**src/rtl/rate_detector_pkg.sv**
```systemverilog
// Shared types and constants for the rate detector: FSM states, nominal
// event intervals, matching tolerance and the counter timeout value.
package rate_detector_pkg;

  typedef enum logic [1:0] {
    ST_IDLE    = 2'd0,
    ST_FIRST   = 2'd1,
    ST_ACQUIRE = 2'd2,
    ST_LOCKED  = 2'd3
  } state_e;

  localparam int          CNT_W   = 12;
  localparam logic [11:0] NOM_C0  = 12'd1;
  localparam logic [11:0] NOM_C1  = 12'd500;
  localparam logic [11:0] NOM_C2  = 12'd1000;
  localparam logic [11:0] NOM_C3  = 12'd2000;
  localparam logic [11:0] TOL     = 12'd2;
  localparam logic [11:0] TIMEOUT = 12'd4095;

  function automatic logic near(input logic [11:0] iv, input logic [11:0] nom,
                                input logic [11:0] tol);
    return (iv >= nom - tol) && (iv <= nom + tol);
  endfunction

endpackage

```
**src/rtl/rate_classifier.sv**
```systemverilog
// Maps a measured interval to {hit, class}. Macro RATE_DETECTOR_TOLERANCE_EN
// widens classes 01/10/11 to nominal +/-2; class 00 is always exact.
module rate_classifier
  import rate_detector_pkg::*;
(
  input  logic [CNT_W-1:0] i_interval,
  output logic             o_hit,
  output logic [1:0]       o_class
);

`ifdef RATE_DETECTOR_TOLERANCE_EN
  localparam logic [11:0] TOL_EFF = TOL;
`else
  localparam logic [11:0] TOL_EFF = 12'd0;
`endif

  always_comb begin
    o_hit   = 1'b1;
    o_class = 2'b00;
    if (i_interval == NOM_C0)                 o_class = 2'b00;
    else if (near(i_interval, NOM_C1, TOL_EFF)) o_class = 2'b01;
    else if (near(i_interval, NOM_C2, TOL_EFF)) o_class = 2'b10;
    else if (near(i_interval, NOM_C3, TOL_EFF)) o_class = 2'b11;
    else                                      o_hit   = 1'b0;
  end

endmodule

```
**src/rtl/rate_detector.sv**
```systemverilog
// Recovers the event rate of PulseIn and locks Speed after two matching
// intervals. Optional tolerance via RATE_DETECTOR_TOLERANCE_EN (see rate_classifier).
module rate_detector
  import rate_detector_pkg::*;
(
  input  logic              ClockIn,
  input  logic              Reset,
  input  logic              PulseIn,
  output logic [1:0]        Speed,
  output logic              Valid,
  output logic              Error,
  output logic [CNT_W-1:0]  Interval
);

  state_e           r_state;
  logic [CNT_W-1:0] r_cnt;
  logic [1:0]       r_cand;
  logic [1:0]       r_speed;
  logic             r_valid;
  logic             r_error;
  logic [CNT_W-1:0] r_interval;

  logic [CNT_W:0]   w_iv;
  logic [CNT_W-1:0] w_iv_sat;
  logic             w_hit;
  logic [1:0]       w_cls;

  // Interval is Cnt+1; the 4096 case does not fit 12 bits and is shown as 4095
  assign w_iv     = {1'b0, r_cnt} + 13'd1;
  assign w_iv_sat = w_iv[CNT_W] ? TIMEOUT : w_iv[CNT_W-1:0];

  rate_classifier u_cls (
    .i_interval (w_iv_sat),
    .o_hit      (w_hit),
    .o_class    (w_cls)
  );

  always_ff @(posedge ClockIn or negedge Reset) begin
    if (!Reset) begin
      r_state    <= ST_IDLE;
      r_cnt      <= '0;
      r_cand     <= 2'b00;
      r_speed    <= 2'b00;
      r_valid    <= 1'b0;
      r_error    <= 1'b0;
      r_interval <= '0;
    end else begin
      r_error <= 1'b0;
      r_cnt   <= PulseIn ? '0 : ((r_cnt == TIMEOUT) ? r_cnt : r_cnt + 12'd1);
      if (PulseIn) begin
        if (r_state == ST_IDLE) begin
          r_state <= ST_FIRST;
        end else begin
          r_interval <= w_iv_sat;
          case (r_state)
            ST_FIRST: begin
              if (w_hit) begin
                r_cand  <= w_cls;
                r_state <= ST_ACQUIRE;
              end else begin
                r_error <= 1'b1;
              end
            end
            ST_ACQUIRE: begin
              if (!w_hit) begin
                r_error <= 1'b1;
                r_state <= ST_FIRST;
              end else if (w_cls == r_cand) begin
                r_speed <= r_cand;
                r_valid <= 1'b1;
                r_state <= ST_LOCKED;
              end else begin
                r_cand <= w_cls;
              end
            end
            ST_LOCKED: begin
              // Speed holds its last value while re-acquiring
              if (!(w_hit && (w_cls == r_speed))) begin
                r_error <= 1'b1;
                r_valid <= 1'b0;
                if (w_hit) begin
                  r_cand  <= w_cls;
                  r_state <= ST_ACQUIRE;
                end else begin
                  r_state <= ST_FIRST;
                end
              end
            end
            default: ;
          endcase
        end
      end else if ((r_state != ST_IDLE) && (r_cnt == TIMEOUT)) begin
        r_error <= 1'b1;
        r_valid <= 1'b0;
        r_state <= ST_IDLE;
      end
    end
  end

  assign Speed    = r_speed;
  assign Valid    = r_valid;
  assign Error    = r_error;
  assign Interval = r_interval;

endmodule
```
**config.mk**
```make
export PLATFORM = sky130hd
export DESIGN_NAME = rate_detector
export DESIGN_NICKNAME = d
export VERILOG_FILES = /design/src/rtl/rate_detector_pkg.sv /design/src/rtl/rate_classifier.sv /design/src/rtl/rate_detector.sv
export SDC_FILE = /design/constraint.sdc
export NUM_CORES = 1
export LEC_CHECK = 0
export ABC_AREA = 1
export CAP_MARGIN = 20
export CORE_ASPECT_RATIO = 1.25
export CORE_UTILIZATION = 57
export DETAILED_ROUTE_END_ITERATION = 10
export HOLD_SLACK_MARGIN = 0.1
export PLACE_DENSITY = 0.84
export REMOVE_ABC_BUFFERS = 1
export SYNTH_ARGS = -nofsm -noshare
export SYNTH_HDL_FRONTEND = slang
export SYNTH_SLANG_ARGS = --single-unit
```
**constraint.sdc**
```tcl
create_clock -name ClockIn -period 2.7 [get_ports ClockIn]
set_input_delay 0.405 -clock ClockIn [delete_from_list [all_inputs] [get_ports ClockIn]]
set_output_delay 0.405 -clock ClockIn [all_outputs]
set_load 0.005 [all_outputs]
```
==> flow_summary.yaml <==
sta:
  max_slew_margin: 0.732
  fmax_mhz: 407
  hold_slack_ps: 471
  tightest_slew_ps: 402
  period_minus_slack_ps: 2460
  finalSetupViolCount: 0
  fin_tns_setup_ps: 0
  period_share: 0.910
  fin_skew_ps: 1.62
  slew_violations: 0
  hold_violations: 0
worst_hold_path:
  hold_path_class: "flop to flop"
  min_path_cells: 2
  min_from: "Valid$_DFFE_PN0P_"
global_route:
  gr-usage-all-layers: 0.274
  grt_pass1_vias: 1996
  antenna_found_initial: 0
  grt_start_max_net_pins: 33
  grt-ovfl-total: 0
  grt_first_pass_wirelength_mm: 8.51
power_and_ir_drop:
  vdd_drop_max_mv: 0.576
  power.share.combinational: 0.291
  p_leak_uw: 0.00120
  internal_power_uw: 918
  switching_share: 0.321
  pwr-share-clk: 0.289
  seq_power_share: 0.420
  switchingPower_uw: 434
  powerDensity_mw_per_mm2: 543
route:
  first_iter_violations: 101
  vias: 2080
  totalWireLength_mm: 4.87
  vias_per_cell: 5.45
  drc: 0
  ant_nets: 0
  drt_pass1_iterations: 4
  wire_per_inst_um: 12.8
floorplanning:
  die_w_um: 56.0
  chipHeight_um: 69.5
  initial_core_util: 0.596
  row_count: 24
  dieArea_mm2: 0.00389
  coreArea_mm2: 0.00348
  io_pins: 19
synth:
  yosysTopAreaCell: "dfrtp_1"
  synthAdderAreaFrac: 0.0301
  synth_top_area_frac: 0.386
  synth.most_common_cell: "nand2_1"
  synth_area_per_cell_um2: 6.59
  yosys.area_share.simple: 0.428
  post_synth_num_cell_types: 20
  syn_area_mm2: 0.00208
  synth_edf_count: 0
  synth_mux_area_frac: 0
  synth_commonest_cells: "nand2_1, nor2_1, inv_1"
  synth_xor_area_frac: 0
  ys.flop_type: "dfrtp_1"
  async_flop_share: 1.00
  ys_ff_latch: 32
  synth_top_family_by_area: "simple AND/OR/NAND/NOR gates"
  synth-compound-area-share: 0.0663
  synthCells: 315
  yosys_warnings: 0
  ys_seq_area_frac: 0.386
  synthTopCellsByArea: "dfrtp_1, nand2_1, nor2_1"
cts:
  h-tree-depth: 2
  insertion_delay_ps: 280
  clock-sinks: 32
  root_buffer: "clkbuf_8"
  cts_tree: "done"
  cts.path.max_buffers: 2
  clk_pin_slew_ps: 60
  cts_buffers: 5
job:
  timing.max_cap.violations: 0
worst_setup_path:
  critPathMaxFanout: 6
  startpoint_type: "flop"
  critPathKind: "flop to flop"
  ff2ff_path_depth: 19
  endpoint_kind: "flop"
  arrival_ps: 2630
  r2r_start: "r_cnt[0]$_DFFE_PN0P_"
  startpoint: "r_cnt[0]$_DFFE_PN0P_"
  cp.required_ps: 2880
cells_and_area:
  n_fill_cell: 291
  syn_to_final_growth_pct: 19.9
  diodes: 0
  finalNetCount: 351
  drive_gt1_frac: 0.140
outcome:
  run_status: "finished clean"
placed_design:
  dpl.hpwl_mm: 3.55
  place_congestion: 0.962
  port_buffers: 18
==> final timing paths <==
check                                           to  slack (ps)
min in group asynchronous  Interval[1]$_DFFE_PN0P_         520
hold reg to reg                  Valid$_DFFE_PN0P_         470
setup reg to reg            r_state[1]$_DFFE_PN0P_         240
hold / removal                   Valid$_DFFE_PN0P_         470
setup / recovery            r_state[1]$_DFFE_PN0P_         240
max in group asynchronous     r_cnt[0]$_DFFE_PN0P_        1870
==> flip-flops by register name, indices dropped and copies added, names as in the netlist <==
signal,count
r_state,2
r_cand,2
Valid,1
r_cnt,12
Error,1
Speed,2
Interval,12
==> logic make-up after synthesis <==
| kind of cell | after synthesis |
|---|---|
| and+or+nand+nor | 203 |
| buffers and inverters | 48 |
| DFF | 32 |
| AOI/OAI and AO/OA | 27 |
| adders and majority gates | 5 |
==> cells in the final DEF (no fill, tap or decap) <==
cell type / instances
ha_2: 1
clkdlybuf4s50_1: 18
nand4_1: 4
nand3_4: 2
nor2_4: 2
clkinv_1: 2
inv_1: 37
nor2_2: 11
nand2_2: 6
nand3b_1: 2
nand3_1: 25
nor3_1: 2
a21oi_1: 6
o21bai_1: 1
dfrtp_2: 1
inv_2: 4
ha_1: 4
o21ai_1: 5
clkbuf_8: 7
nand2_1: 102
o21ai_0: 15
nor2_1: 41
nand3_2: 7
dfrtp_1: 31
buf_4: 7
==> power by group through the flow <==
stage	clock network [uW]	logic (uW)	registers, uW
floorplan	0	230	572
global route	412	454	572
global placement	0	371	573
CTS	394	385	565
detailed placement	0	380	574
finish	391	394	567
==> repair_timing <==
action / in CTS / in global routing
setup buffers: 0 / 3
setup endpoints to repair: 0 / 7
resized for setup: 0 / 14
hold buffers: 0 / 0
==> metal layers <==
metal  vias to the layer above  track usage  wire length, um
met2                        52        0.472             2470
met5                         -            0                0
met3                        14       0.0466              196
li1                       1041            -                -
met1                       973        0.332             2050
met4                         0        0.125              150
==> through the flow <==
stage / utilization / power (uW) / cells / cell area, um2 / worst slack [ps]
after CTS: 0.691 / 1340 / 378 / 2410 / 48.8
final: 0.715 / 1350 / 382 / 2490 / 243
after detailed placement: 0.663 / 954 / 371 / 2310 / 82.6
after global placement: 0.663 / 944 / 371 / 2310 / 174
after global routing: 0.715 / 1440 / 382 / 2490 / -13.9
after floorplan: - / 802 / 310 / 2050 / 449
==> worst max-delay path, cell delays in order (launching register included) <==
cell and delay [ps]:
dfrtp_2 430, ha_2 220, nand3_2 110, inv_2 80, nand3_4 120, nand2_1 130, nor2_4 130, nand2_1 70
nor2_2 170, nand3_4 130, nand2_2 130, nand2_1 60, nand2_1 80, nand2_1 90, nand3_1 70, nand2_1 60
inv_2 60, nand2_1 60, nand2_1 60, nand2_1 50
==> cell type report <==
class / count / area (um2) / share of cell area
inverter: 43 / 161 / 0.0648
timing repair buffer: 25 / 233 / 0.0935
clock buffer: 7 / 96.3 / 0.0387
tap: 39 / 48.8 / 0.0196
sequential: 32 / 802 / 0.322
multi-input combinational: 236 / 1150 / 0.461
No activity file was read; power rests on OpenSTA's default activity.
